**config.mk**
```make
export PLATFORM = sky130hd
export DESIGN_NAME = hazard_unit_flat
export DESIGN_NICKNAME = d
export VERILOG_FILES = /design/src/rtl/hazard_unit_pkg.sv /design/src/rtl/hazard_unit_if.sv /design/src/rtl/hazard_unit_mul_seq.sv /design/src/rtl/hazard_unit.sv /design/src/flat_wrapper.sv
export SDC_FILE = /design/constraint.sdc
export NUM_CORES = 1
export LEC_CHECK = 0
export CAP_MARGIN = 20
export CORE_ASPECT_RATIO = 1.4
export CORE_MARGIN = 3
export CORE_UTILIZATION = 33
export CTS_CLUSTER_DIAMETER = 150
export DETAILED_ROUTE_END_ITERATION = 16
export PLACE_DENSITY = 0.85
export RECOVER_POWER = 25
export SLEW_MARGIN = 20
export SYNTH_ARGS = -nofsm -noshare
export SYNTH_HDL_FRONTEND = slang
export SYNTH_HIERARCHICAL = 1
export SYNTH_SLANG_ARGS = --single-unit
```
**constraint.sdc**
```tcl
create_clock -name clk -period 3 [get_ports clk]
set_clock_uncertainty 0.1 [all_clocks]
set_input_delay 0.9 -clock clk [delete_from_list [all_inputs] [get_ports clk]]
set_output_delay 0.9 -clock clk [all_outputs]
set_load 0.01 [all_outputs]
```
**src/rtl/hazard_unit_pkg.sv**
```systemverilog
// hazard_unit_pkg: shared types, forward-select codes and multiplier FSM states.
package hazard_unit_pkg;
  localparam int REG_W = 4;
  typedef logic [REG_W-1:0] reg_t;
  typedef logic [1:0] fwd_t;
  localparam fwd_t FWD_RF = 2'b00;
  localparam fwd_t FWD_W  = 2'b01;
  localparam fwd_t FWD_M  = 2'b10;
  typedef enum logic {MUL_IDLE, MUL_BUSY} mul_state_e;
  function automatic fwd_t fwd_sel(input logic reg_wr_m, input reg_t wa_m,
                                   input logic reg_wr_w, input reg_t wa_w, input reg_t ra);
    return (reg_wr_m && wa_m == ra) ? FWD_M : (reg_wr_w && wa_w == ra) ? FWD_W : FWD_RF;
  endfunction
endpackage

```
**src/rtl/hazard_unit_if.sv**
```systemverilog
// hazard_unit_if: pipeline-side view of the hazard unit (hazard inputs, stall/flush/forward outputs).
interface hazard_unit_if #(parameter int CNT_W = 4);
  import hazard_unit_pkg::*;
  reg_t RA1D, RA2D, RA1E, RA2E, WA3E, WA3M, WA3W;
  logic RegWriteM, RegWriteW, MemtoRegE;
  logic PCSrcD, PCSrcE, PCSrcM, PCSrcW, BranchTakenE, MulStartE;
  fwd_t ForwardAE, ForwardBE;
  logic StallF, StallD, StallE, FlushD, FlushE, FlushM, MulBusy;
  logic [CNT_W-1:0] MulCount;
  modport master (
    output RA1D, RA2D, RA1E, RA2E, WA3E, WA3M, WA3W, RegWriteM, RegWriteW, MemtoRegE,
           PCSrcD, PCSrcE, PCSrcM, PCSrcW, BranchTakenE, MulStartE,
    input  ForwardAE, ForwardBE, StallF, StallD, StallE, FlushD, FlushE, FlushM, MulBusy, MulCount
  );
  modport slave (
    input  RA1D, RA2D, RA1E, RA2E, WA3E, WA3M, WA3W, RegWriteM, RegWriteW, MemtoRegE,
           PCSrcD, PCSrcE, PCSrcM, PCSrcW, BranchTakenE, MulStartE,
    output ForwardAE, ForwardBE, StallF, StallD, StallE, FlushD, FlushE, FlushM, MulBusy, MulCount
  );
endinterface

```
**src/rtl/hazard_unit_mul_seq.sv**
```systemverilog
// mul_seq: holds a multi-cycle MUL in E for MUL_CYCLES cycles, stalling for all but the last.
module mul_seq
  import hazard_unit_pkg::*;
#(
  parameter int MUL_CYCLES = 3,
  parameter int CNT_W      = 4
) (
  input  logic             clk,
  input  logic             reset,
  input  logic             mul_start_i,
  output logic             mul_stall_o,
  output logic             mul_busy_o,
  output logic [CNT_W-1:0] mul_count_o
);
  if (MUL_CYCLES < 2) begin : g_bad_cycles
    $error("mul_seq: MUL_CYCLES must be >= 2");
  end
  if ((2 ** CNT_W) <= MUL_CYCLES) begin : g_bad_width
    $error("mul_seq: CNT_W too narrow for MUL_CYCLES");
  end
  mul_state_e state_q, state_d;
  logic [CNT_W-1:0] cnt_q, cnt_d;
  logic idle_start, busy_run;
  always_comb begin
    idle_start  = state_q == MUL_IDLE && mul_start_i;
    busy_run    = state_q == MUL_BUSY && cnt_q != '0;
    mul_stall_o = idle_start || busy_run;
    state_d     = idle_start ? MUL_BUSY : (state_q == MUL_BUSY && !busy_run) ? MUL_IDLE : state_q;
    cnt_d       = idle_start ? CNT_W'(MUL_CYCLES - 2) : busy_run ? cnt_q - CNT_W'(1) : cnt_q;
  end
  always_ff @(posedge clk or posedge reset) begin
    if (reset) begin
      state_q <= MUL_IDLE;
      cnt_q   <= '0;
    end else begin
      state_q <= state_d;
      cnt_q   <= cnt_d;
    end
  end
  assign mul_busy_o  = state_q == MUL_BUSY;
  assign mul_count_o = cnt_q;
endmodule

```
**src/rtl/hazard_unit.sv**
```systemverilog
// hazard_unit: load-use/PC-write hazard detection, E-stage forwarding and multiplier stall control.
module hazard_unit
  import hazard_unit_pkg::*;
#(
  parameter int MUL_CYCLES = 3,
  parameter int CNT_W      = 4
) (
  input logic         clk,
  input logic         reset,
  hazard_unit_if.slave hz
);
  logic ldr_stall, pc_wr_pending, mul_stall;
  mul_seq #(.MUL_CYCLES(MUL_CYCLES), .CNT_W(CNT_W)) u_mul_seq (
    .clk         (clk),
    .reset       (reset),
    .mul_start_i (hz.MulStartE),
    .mul_stall_o (mul_stall),
    .mul_busy_o  (hz.MulBusy),
    .mul_count_o (hz.MulCount)
  );
  assign hz.ForwardAE = fwd_sel(hz.RegWriteM, hz.WA3M, hz.RegWriteW, hz.WA3W, hz.RA1E);
  assign hz.ForwardBE = fwd_sel(hz.RegWriteM, hz.WA3M, hz.RegWriteW, hz.WA3W, hz.RA2E);
  assign ldr_stall     = hz.MemtoRegE && (hz.WA3E == hz.RA1D || hz.WA3E == hz.RA2D);
  assign pc_wr_pending = hz.PCSrcD || hz.PCSrcE || hz.PCSrcM;
  assign hz.StallF = ldr_stall || pc_wr_pending || mul_stall;
  assign hz.StallD = ldr_stall || mul_stall;
  assign hz.StallE = mul_stall;
  // Clears are masked while the multiplier holds E so no stage is both held and cleared.
  assign hz.FlushD = (pc_wr_pending || hz.PCSrcW || hz.BranchTakenE) && !mul_stall;
  assign hz.FlushE = (ldr_stall || hz.BranchTakenE) && !mul_stall;
  assign hz.FlushM = mul_stall;
endmodule

```
**src/flat_wrapper.sv**
```systemverilog
// flat-port wrapper written by rule: the top's interface ports become plain ports
module hazard_unit_flat import hazard_unit_pkg::*;
#(
  parameter int MUL_CYCLES = 3,
  parameter int CNT_W      = 4
)
  (clk, reset, hz_RA1D, hz_RA2D, hz_RA1E, hz_RA2E, hz_WA3E, hz_WA3M, hz_WA3W, hz_RegWriteM, hz_RegWriteW, hz_MemtoRegE, hz_PCSrcD, hz_PCSrcE, hz_PCSrcM, hz_PCSrcW, hz_BranchTakenE, hz_MulStartE, hz_ForwardAE, hz_ForwardBE, hz_StallF, hz_StallD, hz_StallE, hz_FlushD, hz_FlushE, hz_FlushM, hz_MulBusy, hz_MulCount);
  hazard_unit_if #(.CNT_W(CNT_W)) hz_i ();
  input logic clk;
  input logic reset;
  input wire logic [$bits(hz_i.RA1D)-1:0] hz_RA1D;
  input wire logic [$bits(hz_i.RA2D)-1:0] hz_RA2D;
  input wire logic [$bits(hz_i.RA1E)-1:0] hz_RA1E;
  input wire logic [$bits(hz_i.RA2E)-1:0] hz_RA2E;
  input wire logic [$bits(hz_i.WA3E)-1:0] hz_WA3E;
  input wire logic [$bits(hz_i.WA3M)-1:0] hz_WA3M;
  input wire logic [$bits(hz_i.WA3W)-1:0] hz_WA3W;
  input wire logic [$bits(hz_i.RegWriteM)-1:0] hz_RegWriteM;
  input wire logic [$bits(hz_i.RegWriteW)-1:0] hz_RegWriteW;
  input wire logic [$bits(hz_i.MemtoRegE)-1:0] hz_MemtoRegE;
  input wire logic [$bits(hz_i.PCSrcD)-1:0] hz_PCSrcD;
  input wire logic [$bits(hz_i.PCSrcE)-1:0] hz_PCSrcE;
  input wire logic [$bits(hz_i.PCSrcM)-1:0] hz_PCSrcM;
  input wire logic [$bits(hz_i.PCSrcW)-1:0] hz_PCSrcW;
  input wire logic [$bits(hz_i.BranchTakenE)-1:0] hz_BranchTakenE;
  input wire logic [$bits(hz_i.MulStartE)-1:0] hz_MulStartE;
  output wire logic [$bits(hz_i.ForwardAE)-1:0] hz_ForwardAE;
  output wire logic [$bits(hz_i.ForwardBE)-1:0] hz_ForwardBE;
  output wire logic [$bits(hz_i.StallF)-1:0] hz_StallF;
  output wire logic [$bits(hz_i.StallD)-1:0] hz_StallD;
  output wire logic [$bits(hz_i.StallE)-1:0] hz_StallE;
  output wire logic [$bits(hz_i.FlushD)-1:0] hz_FlushD;
  output wire logic [$bits(hz_i.FlushE)-1:0] hz_FlushE;
  output wire logic [$bits(hz_i.FlushM)-1:0] hz_FlushM;
  output wire logic [$bits(hz_i.MulBusy)-1:0] hz_MulBusy;
  output wire logic [$bits(hz_i.MulCount)-1:0] hz_MulCount;
  assign hz_i.RA1D = hz_RA1D;
  assign hz_i.RA2D = hz_RA2D;
  assign hz_i.RA1E = hz_RA1E;
  assign hz_i.RA2E = hz_RA2E;
  assign hz_i.WA3E = hz_WA3E;
  assign hz_i.WA3M = hz_WA3M;
  assign hz_i.WA3W = hz_WA3W;
  assign hz_i.RegWriteM = hz_RegWriteM;
  assign hz_i.RegWriteW = hz_RegWriteW;
  assign hz_i.MemtoRegE = hz_MemtoRegE;
  assign hz_i.PCSrcD = hz_PCSrcD;
  assign hz_i.PCSrcE = hz_PCSrcE;
  assign hz_i.PCSrcM = hz_PCSrcM;
  assign hz_i.PCSrcW = hz_PCSrcW;
  assign hz_i.BranchTakenE = hz_BranchTakenE;
  assign hz_i.MulStartE = hz_MulStartE;
  assign hz_ForwardAE = hz_i.ForwardAE;
  assign hz_ForwardBE = hz_i.ForwardBE;
  assign hz_StallF = hz_i.StallF;
  assign hz_StallD = hz_i.StallD;
  assign hz_StallE = hz_i.StallE;
  assign hz_FlushD = hz_i.FlushD;
  assign hz_FlushE = hz_i.FlushE;
  assign hz_FlushM = hz_i.FlushM;
  assign hz_MulBusy = hz_i.MulBusy;
  assign hz_MulCount = hz_i.MulCount;
  hazard_unit #(.MUL_CYCLES(MUL_CYCLES), .CNT_W(CNT_W)) u_core (.clk(clk), .reset(reset), .hz(hz_i));
endmodule
```
Word-level counts from Yosys, hierarchy flattened --
Cells that the tools add are included.
Operators by class: $add $sub $neg 1, multiply operators 0, divide/modulo/power cells 0, order comparisons 0, equality and inequality tests 6, shift-type cells 0, muxes and demuxes 8, bitwise logic cells 1, reduce and logical (&&, ||, !) cells 25
Operators by type and width (count):
- 4-bit equality test | 6
- 1-bit logical AND | 10
- 1-bit logical OR | 10
- 4-bit two-way mux | 2
- 1-bit two-way mux | 4
- 2-bit two-way mux | 2
- 2-bit nonzero test | 2
- 4-bit nonzero test | 1
- 4-bit by 1-bit subtractor with 4-bit output (second input constant) | 1
- 1-bit zero test | 2
- 1-bit inverter | 1
Word-level totals: register bits 5, latch bits 0, RAM bits 0, ROM bits 0, input port bits 39, word-level logic and storage cells 43, memories kept 0

Longest topological paths before layout --
Gate-level depths: netlist of the first run.
depth after elaboration 6, depth in mapped cells 5

Hierarchy --
The synthesis of the first run kept the hierarchy.
By module, submodules not included:
- hazard_unit | instances 1, cells an instance 45, area each 319.1 um^2
- mul_seq | instances 1, cells an instance 29, area each 290.3 um^2

Worst setup path after synthesis of the first run --
OpenSTA, ideal clock, no wires.
kind input to output, start in hz_WA3M[2], end out hz_ForwardAE[0], arrival 1.731 ns, setup slack 0.269 ns, stages on the path 3, path buffers 0, cell sequence xor2_1 nor4_1 nor2_1
Between the ends: longest elaborated chain between the ends 3
Ends and longest elaborated chain:
- from (decl) | line flat_wrapper.sv:16 | input wire logic [$bits(hz_i.WA3M)-1:0] hz_WA3M;
- 4-bit equality test | line hazard_unit_pkg.sv:12 | return (reg_wr_m && wa_m == ra) ? FWD_M : (reg_wr_w && wa_w == ra) ? FWD_W : FWD_RF;
- 1-bit logical AND | line hazard_unit_pkg.sv:12
- 2-bit two-way mux | line hazard_unit_pkg.sv:12
- to (decl) | line flat_wrapper.sv:27 | output wire logic [$bits(hz_i.ForwardAE)-1:0] hz_ForwardAE;
Every way passes these cells.

Worst setup path after layout of the first run --
start in hz_RA1D[2], end out hz_FlushE
Between the ends: longest elaborated chain between the ends 5
Ends and longest elaborated chain:
- from (decl) | line flat_wrapper.sv:11 | input wire logic [$bits(hz_i.RA1D)-1:0] hz_RA1D;
- 4-bit equality test | line hazard_unit.sv:23 | assign ldr_stall = hz.MemtoRegE && (hz.WA3E == hz.RA1D || hz.WA3E == hz.RA2D);
- 1-bit logical OR | line hazard_unit.sv:23
- 1-bit logical AND | line hazard_unit.sv:23
- 1-bit logical OR | line hazard_unit.sv:30 | assign hz.FlushE = (ldr_stall || hz.BranchTakenE) && !mul_stall;
- 1-bit logical AND | line hazard_unit.sv:30
- to (decl) | line flat_wrapper.sv:33 | output wire logic [$bits(hz_i.FlushE)-1:0] hz_FlushE;
Every way passes these cells.

==> qor.yml, run 1 <==
timing:
  slew_headroom_pct: 74.47
  setup_slack_ns: 0.05428
  grt_setup_unrepaired: "no"
  drv_slew: 0
  setup_viol_count_final: 0
  fin_crit_sh_pct: 98.19
  finalHoldViolations: 0
  worst_pin_slew_ns: 0.3829
  fin_crit_ns: 2.946
  max_freq_ghz: 0.3395
detailed_routing:
  drt_first_pass_iters: 4
  num_vias: 821
  drc: 0
  wire_per_inst_um: 14.67
  drt_iter0_drc: 11
  wl_um: 2392
  vias_per_cell: 5.037
  drtAntennaViolNets: 0
worst_setup_path:
  regToRegStartpoint: "u_core/u_mul_seq/mul_count_o[0]"
  arrival_ns: 1.95
  cp.required_ns: 2.00
  r2r_end: "u_core/u_mul_seq/mul_count_o[1]"
  cp_max_fo: 3
  critPathKind: "input pin to output pin"
  startpoint_type: "input pin"
  critPathCaptureType: "output pin"
  r2r_cells: 6
  rrSetupSlack_ns: 1.44
die:
  core-area_mm2: 0.001659
  fp-row-count: 17
  die_x_um: 42.32
  die-height_um: 56.84
  die_area_mm2: 0.002405
  initial_utilization_pct: 36.73
  num_io_pins: 54
logic_synthesis:
  synth.cell_area_um2: 609.3
  synth_cell_types: 22
  synth_fp_nets: 115
  postSynthCellCount: 74
  synth_enable_flop_cells: 0
  synthFlopType: "dfrtp_1"
  synth_warnings: 6
  ys_async_sr_fraction_pct: 100.0
  ys_ff_latch: 5
  synth.avg_cell_area_um2: 8.234
  ys_seq_area_share_pct: 20.53
finish:
  final_cells: 163
  areaGrowthSynthToFinish_pct: 107.4
  nNetsFinal: 186
  antennaDiodeCount: 0
  drive_gt1_share_pct: 26.39
placed_design:
  dpl.hpwl_um: 1880
  gp_congestion: 0.8144
  port_buffers: 53
  pre_cts_ws_ns: -0.6702
  dpl.cell_count: 153
min_path:
  hp-start: "u_core/u_mul_seq/mul_count_o[1]"
  hold_class: "flop to flop"
  hold_depth: 2
  min_to: "u_core/u_mul_seq/mul_count_o[1]"
power:
  leakage_uw: 0.0005938
  switchingPower_uw: 315.0
  sw_frac_of_total_pct: 39.79
  internal_power_uw: 476.7
  pwr-share-comb_pct: 71.0
  powerDensity_mw_per_mm2: 626.4
  power.share.sequential_pct: 19.1
  peakVddDrop_mv: 0.2819
  pwr-share-clk_pct: 9.9
clock_network:
  cts_tree: "yes"
  clockBufferDepth: 2
  cts_root_buf: "clkbuf_4"
  cts.clk_slew.worst_paths_ns: 0.05
  cts.sinks: 5
  cts_max_level: 1
  clk_latency_ns: 0.24
  numCtsBuffers: 3
run:
  maxCapViolations: 0
grt:
  grt_pass1_wl_um: 3698
  grtUsageTotal_pct: 20.06
  overflow: 0
  grt_max_degree: 12
  grt_pass1_vias: 882
  grt_antenna_before_repair: 0
outcome:
  outcome: "complete, no violations"
flip-flops by register name (all words and copies together) (netlist names):
| signal | count |
|---|---|
| u_core/u_mul_seq/mul_count_o | 4 |
| u_core/u_mul_seq/mul_busy_o | 1 |
placed cells by master, fill, tap and decap left out, types with 3 or more instances in the layout:
cell type        instances
dlygate4sd2_1           18
xor2_1                  18
buf_4                   15
clkdlybuf4s50_1         13
clkdlybuf4s15_1          8
buf_2                    8
xnor2_1                  5
nor3_1                   5
dfrtp_1                  5
clkbuf_2                 4
a21oi_1                  4
inv_1                    4
clkbuf_4                 3
nor2_1                   3
nand3b_1                 3
o21ai_0                  3
stage by stage:
step	utilization (%)	total power, uW	hold slack, ns	area [um^2]	setup TNS [ns]
after detailed placement	73.45	690.6	0.4956	1219	-5.256
after global placement	73.45	664.1	0.4896	1219	-4.922
final	76.17	791.6	0.5130	1264	0
after CTS	74.89	764.0	0.5107	1242	0
after floorplan	-	386.5	0.4842	609.3	0
after global routing	76.17	850.2	0.5238	1264	0
cells in the mapped netlist (2+ instances only):
library cell / count / area share (%)
nor4_1: 4 / 4.1
dfrtp_1: 5 / 21
nor2_1: 4 / 2.5
ha_1: 2 / 4.1
nand2_1: 3 / 1.8
xor2_1: 20 / 29
nor3_1: 5 / 4.1
o21ai_0: 3 / 2.5
xnor2_1: 5 / 7.2
nand3_1: 2 / 1.6
nand3b_1: 3 / 3.7
a21oi_1: 5 / 4.1
inv_1: 4 / 2.5
worst max-delay path: stages:
cell	delay [ns]
clkdlybuf4s15_1	0.18
xor2_1	0.14
nor4_1	0.27
o21ai_1	0.14
a21oi_1	0.17
buf_2	0.15
power by group through the flow:
stage / combinational [uW] / clock [uW] / sequential, uW
2_1_floorplan: 236 / 0 / 151
3_3_place_gp: 518 / 0 / 146
3_5_place_dp: 541 / 0 / 149
4_1_cts: 533 / 80.2 / 151
5_1_grt: 606 / 85.3 / 159
6_report: 562 / 78.2 / 151
logic make-up (layout without fill, tap and decap cells):
logic type               count (synthesis)  in the layout  share of synthesized area (%)
XOR/XNOR                                25             25                          35.93
AO/OA/AOI/OAI                           11             11                          10.27
adder cells (fa/ha/maj)                  2              2                          4.106
AND/OR/NAND/NOR                         24             24                          23.00
buffers and inverters                    6             76                          4.516
multiplexers                             1              1                          1.643
flip-flops                               5              5                          20.53
per-layer routing:
metal | global-route usage, % | routed length, um | vias to the layer above
met5 | 0 | 0 | -
met4 | 8.889 | 28 | 0
met3 | 4.808 | 217 | 4
met2 | 38.34 | 1310 | 52
met1 | 19.46 | 836 | 373
li1 | - | - | 392
what timing repair did:
item,4_1_cts,5_1_grt
buffers inserted,3,3
gates resized for setup,76,12
gates cloned,0,0
endpoints found under the setup margin,10,5
hold buffers,0,0
pin swaps,11,9
endpoints found under the hold margin,0,0
final cells by class:
cell class,instances,area [um^2]
timing repair buffer,68,563.0
multi-input combinational,63,510.5
fill,139,395.4
sequential,5,125.1
clock buffer,4,26.28
tap,19,23.77
inverter,4,15.01
how the worst max path moves through the flow:
stage | end | start | slack (ns)
detailed placement | hz_FlushE | hz_WA3E[1] | -0.67
global route | hz_FlushE | hz_RA1D[2] | 0.0007
global placement | hz_FlushE | hz_WA3E[1] | -0.64
finish | hz_FlushE | hz_RA1D[2] | 0.05
floorplan | hz_ForwardAE[0] | hz_WA3M[2] | 0.27
CTS | hz_FlushE | hz_WA3E[1] | 0.002
Note: power is estimated with default switching activity, not from simulation.
==> run 2: changes to the inputs <==
--- a/config.mk
+++ b/config.mk
@@ -5,7 +5,6 @@
 export SDC_FILE = /design/constraint.sdc
 export NUM_CORES = 1
 export LEC_CHECK = 0
-export CAP_MARGIN = 20
 export CORE_ASPECT_RATIO = 1.4
 export CORE_MARGIN = 3
 export CORE_UTILIZATION = 33
==> results of run 2 <==
Same layout as run 1: the final DEF is identical, and so are final timing and power.
==> run 3: changes to the inputs <==
--- a/config.mk
+++ b/config.mk
@@ -10,8 +10,10 @@
 export CORE_UTILIZATION = 33
 export CTS_CLUSTER_DIAMETER = 150
 export DETAILED_ROUTE_END_ITERATION = 16
+export GPL_ROUTABILITY_DRIVEN = 0
 export PLACE_DENSITY = 0.85
 export RECOVER_POWER = 25
+export SETUP_SLACK_MARGIN = 0.1
 export SLEW_MARGIN = 20
 export SYNTH_ARGS = -nofsm -noshare
 export SYNTH_HDL_FRONTEND = slang
==> run 3 against run 2 <==
Against the previous run:
- register-to-register slack got worse by 0.03 ns
- worst hold slack improved by 0.0038 ns
- flip-flop and latch count unchanged
- count of clock-buffer cells in the layout unchanged
- non-clock buffer count unchanged
- first-iteration DRC count unchanged
- clock power about the same
==> qor.yml, run 3 (synthesized netlist as in run 1, its figures left out) <==
timing:
  worst_pin_slew_ns: 0.3779  # -0.005043 ns
  finalHoldViolations: 0  # unchanged
  fin_crit_ns: 2.924  # -0.02126 ns
  fin_crit_sh_pct: 97.48  # -0.71 points
  setup_viol_count_final: 0  # unchanged
  setup_slack_ns: 0.07554  # +0.02126 ns
  drv_slew: 0  # unchanged
  max_freq_ghz: 0.3419  # +0.73%
  grt_setup_unrepaired: "yes"
  slew_headroom_pct: 74.81  # +0.34 points
min_path:
  min_to: "u_core/u_mul_seq/mul_count_o[1]"
  hp-start: "u_core/u_mul_seq/mul_count_o[1]"
  hold_class: "flop to flop"
  hold_depth: 2  # unchanged
worst_setup_path:
  cp.required_ns: 2.00  # about the same
  rrSetupSlack_ns: 1.41  # -0.03 ns
  critPathCaptureType: "output pin"
  crit_chain: "buf_6 > xor2_1 > nor4_1 > o21ai_1 > a21oi_2 > buf_2"
  cp_max_fo: 3  # unchanged
  crit_family: "compound AO/OA/AOI/OAI gates"
  r2r_end: "u_core/u_mul_seq/mul_count_o[2]"
  critPathMaxStageDelay_ns: 0.31  # +0.04 ns
  critPathKind: "input pin to output pin"
  slowest_stage: "nor4_1"
  startpoint_type: "input pin"
  arrival_ns: 1.92  # -0.03 ns
  regToRegStartpoint: "u_core/u_mul_seq/mul_busy_o"
  r2r_cells: 6  # unchanged
  critPathBufInv: 2  # unchanged
finish:
  layout_commonest_cell: "xor2_1"
  mostFrequentLayoutCells: "xor2_1 (16), buf_4 (15), buf_2 (13)"
  nNetsFinal: 186  # unchanged
  areaGrowthSynthToFinish_pct: 111.3
  drive_gt1_share_pct: 39.58  # +13 points
  final_cells: 163  # unchanged
  final_core_util_pct: 77.60  # +1.4 points
  antennaDiodeCount: 0  # unchanged
  largest_register_ffs: 4  # unchanged
detailed_routing:
  drt_first_pass_iters: 4  # unchanged
  drc: 0  # unchanged
  vias_per_cell: 5.147  # +2.2%
  wl_um: 2438  # +1.9%
  drtAntennaViolNets: 0  # unchanged
  drt_iter0_drc: 11  # unchanged
  num_vias: 839  # +2.2%
  wire_per_inst_um: 14.96  # +1.9%
clock_network:
  cts.clk_slew.worst_paths_ns: 0.05  # about the same
  clk_latency_ns: 0.24  # about the same
  clockBufferDepth: 2  # unchanged
  ctsHoldBuffers: 0  # unchanged
  cts_root_buf: "clkbuf_4"
  cts_tree: "yes"
  cts.sinks: 5  # unchanged
  cts_max_level: 1  # unchanged
  numCtsBuffers: 3  # unchanged
run:
  maxCapViolations: 0  # unchanged
placed_design:
  dpl.cell_count: 153  # unchanged
  dpl.hpwl_um: 1880  # unchanged
  pre_cts_ws_ns: -0.6702  # unchanged
  port_buffers: 53  # unchanged
grt:
  overflow: 0  # unchanged
  grt_antenna_before_repair: 0  # unchanged
  grt_pass1_vias: 892  # +1.1%
  grt_max_degree: 12  # unchanged
  grtUsageTotal_pct: 20.13  # +0.064 points
  grt_pass1_wl_um: 3691  # -0.19%
die:
  core-area_mm2: 0.001659  # unchanged
  die_x_um: 42.32  # unchanged
  die_area_mm2: 0.002405  # unchanged
  die-height_um: 56.84  # unchanged
  fp-row-count: 17  # unchanged
  initial_utilization_pct: 36.73  # unchanged
  num_io_pins: 54  # unchanged
power:
  peakVddDrop_mv: 0.3145  # +12%
  leakage_uw: 0.0006048  # +1.8%
  powerDensity_mw_per_mm2: 624.4  # -0.32%
outcome:
  outcome: "complete, no violations"
-- run 3: worst min-delay path, delay by kind of cell (launching register included) --
kind                   cells  cell delay [ns]
DFF                        1             0.34
buffers and inverters      1             0.12
AOI/OAI and AO/OA          1             0.12
-- run 3: worst max-delay path by stage --
stage / depth (start not counted) / to / start / slack [ns]
global route: 6 / hz_ForwardBE[0] / hz_WA3W[1] / 0.08
CTS: 6 / hz_FlushE / hz_RA1D[3] / 0.1
global placement: 6 / hz_FlushE / hz_WA3E[1] / -0.64
detailed placement: 6 / hz_FlushE / hz_WA3E[1] / -0.67
finish: 6 / hz_FlushE / hz_RA1D[1] / 0.08
floorplan: 3 / hz_ForwardAE[0] / hz_WA3M[2] / 0.27
-- run 3: cell type report --
class	instances	area [um^2]
multi-input combinational	63	550.5
timing repair buffer	68	546.8
tap	19	23.77
inverter	4	15.01
fill	126	371.6
sequential	5	125.1
clock buffer	4	26.28
-- run 3: stage by stage --
step	hold WS, ns	total power (uW)	setup TNS (ns)	cell area [um^2]
after floorplan	0.4842	386.5	0	609.3
after global placement	0.4896	664.1	-4.922	1219
final	0.5168	804.0	0	1287
after global routing	0.5238	856.8	0	1287
after detailed placement	0.4956	690.6	-5.256	1219
after CTS	0.5107	755.6	0	1201
-- run 3: power by group --
group | internal [uW] | leakage (uW) | switching, uW | total [uW]
clock network | 50.3 | 0.0000150 | 28.0 | 78.3
logic | 330 | 0.000531 | 245 | 574
registers | 103 | 0.0000588 | 48.8 | 151
-- run 3: per-layer routing --
layer,wire length (um),GRT usage [%]
met1,804,19.46
met2,1303,36.60
met3,243,4.808
met4,87,12.89
met5,0,0
-- run 3: repair_timing --
action | 4_1_cts | 5_1_grt
pin swaps | 22 | 21
gates resized for setup | 106 | 27
setup buffers | 2 | 4
setup endpoints to repair | 10 | 7
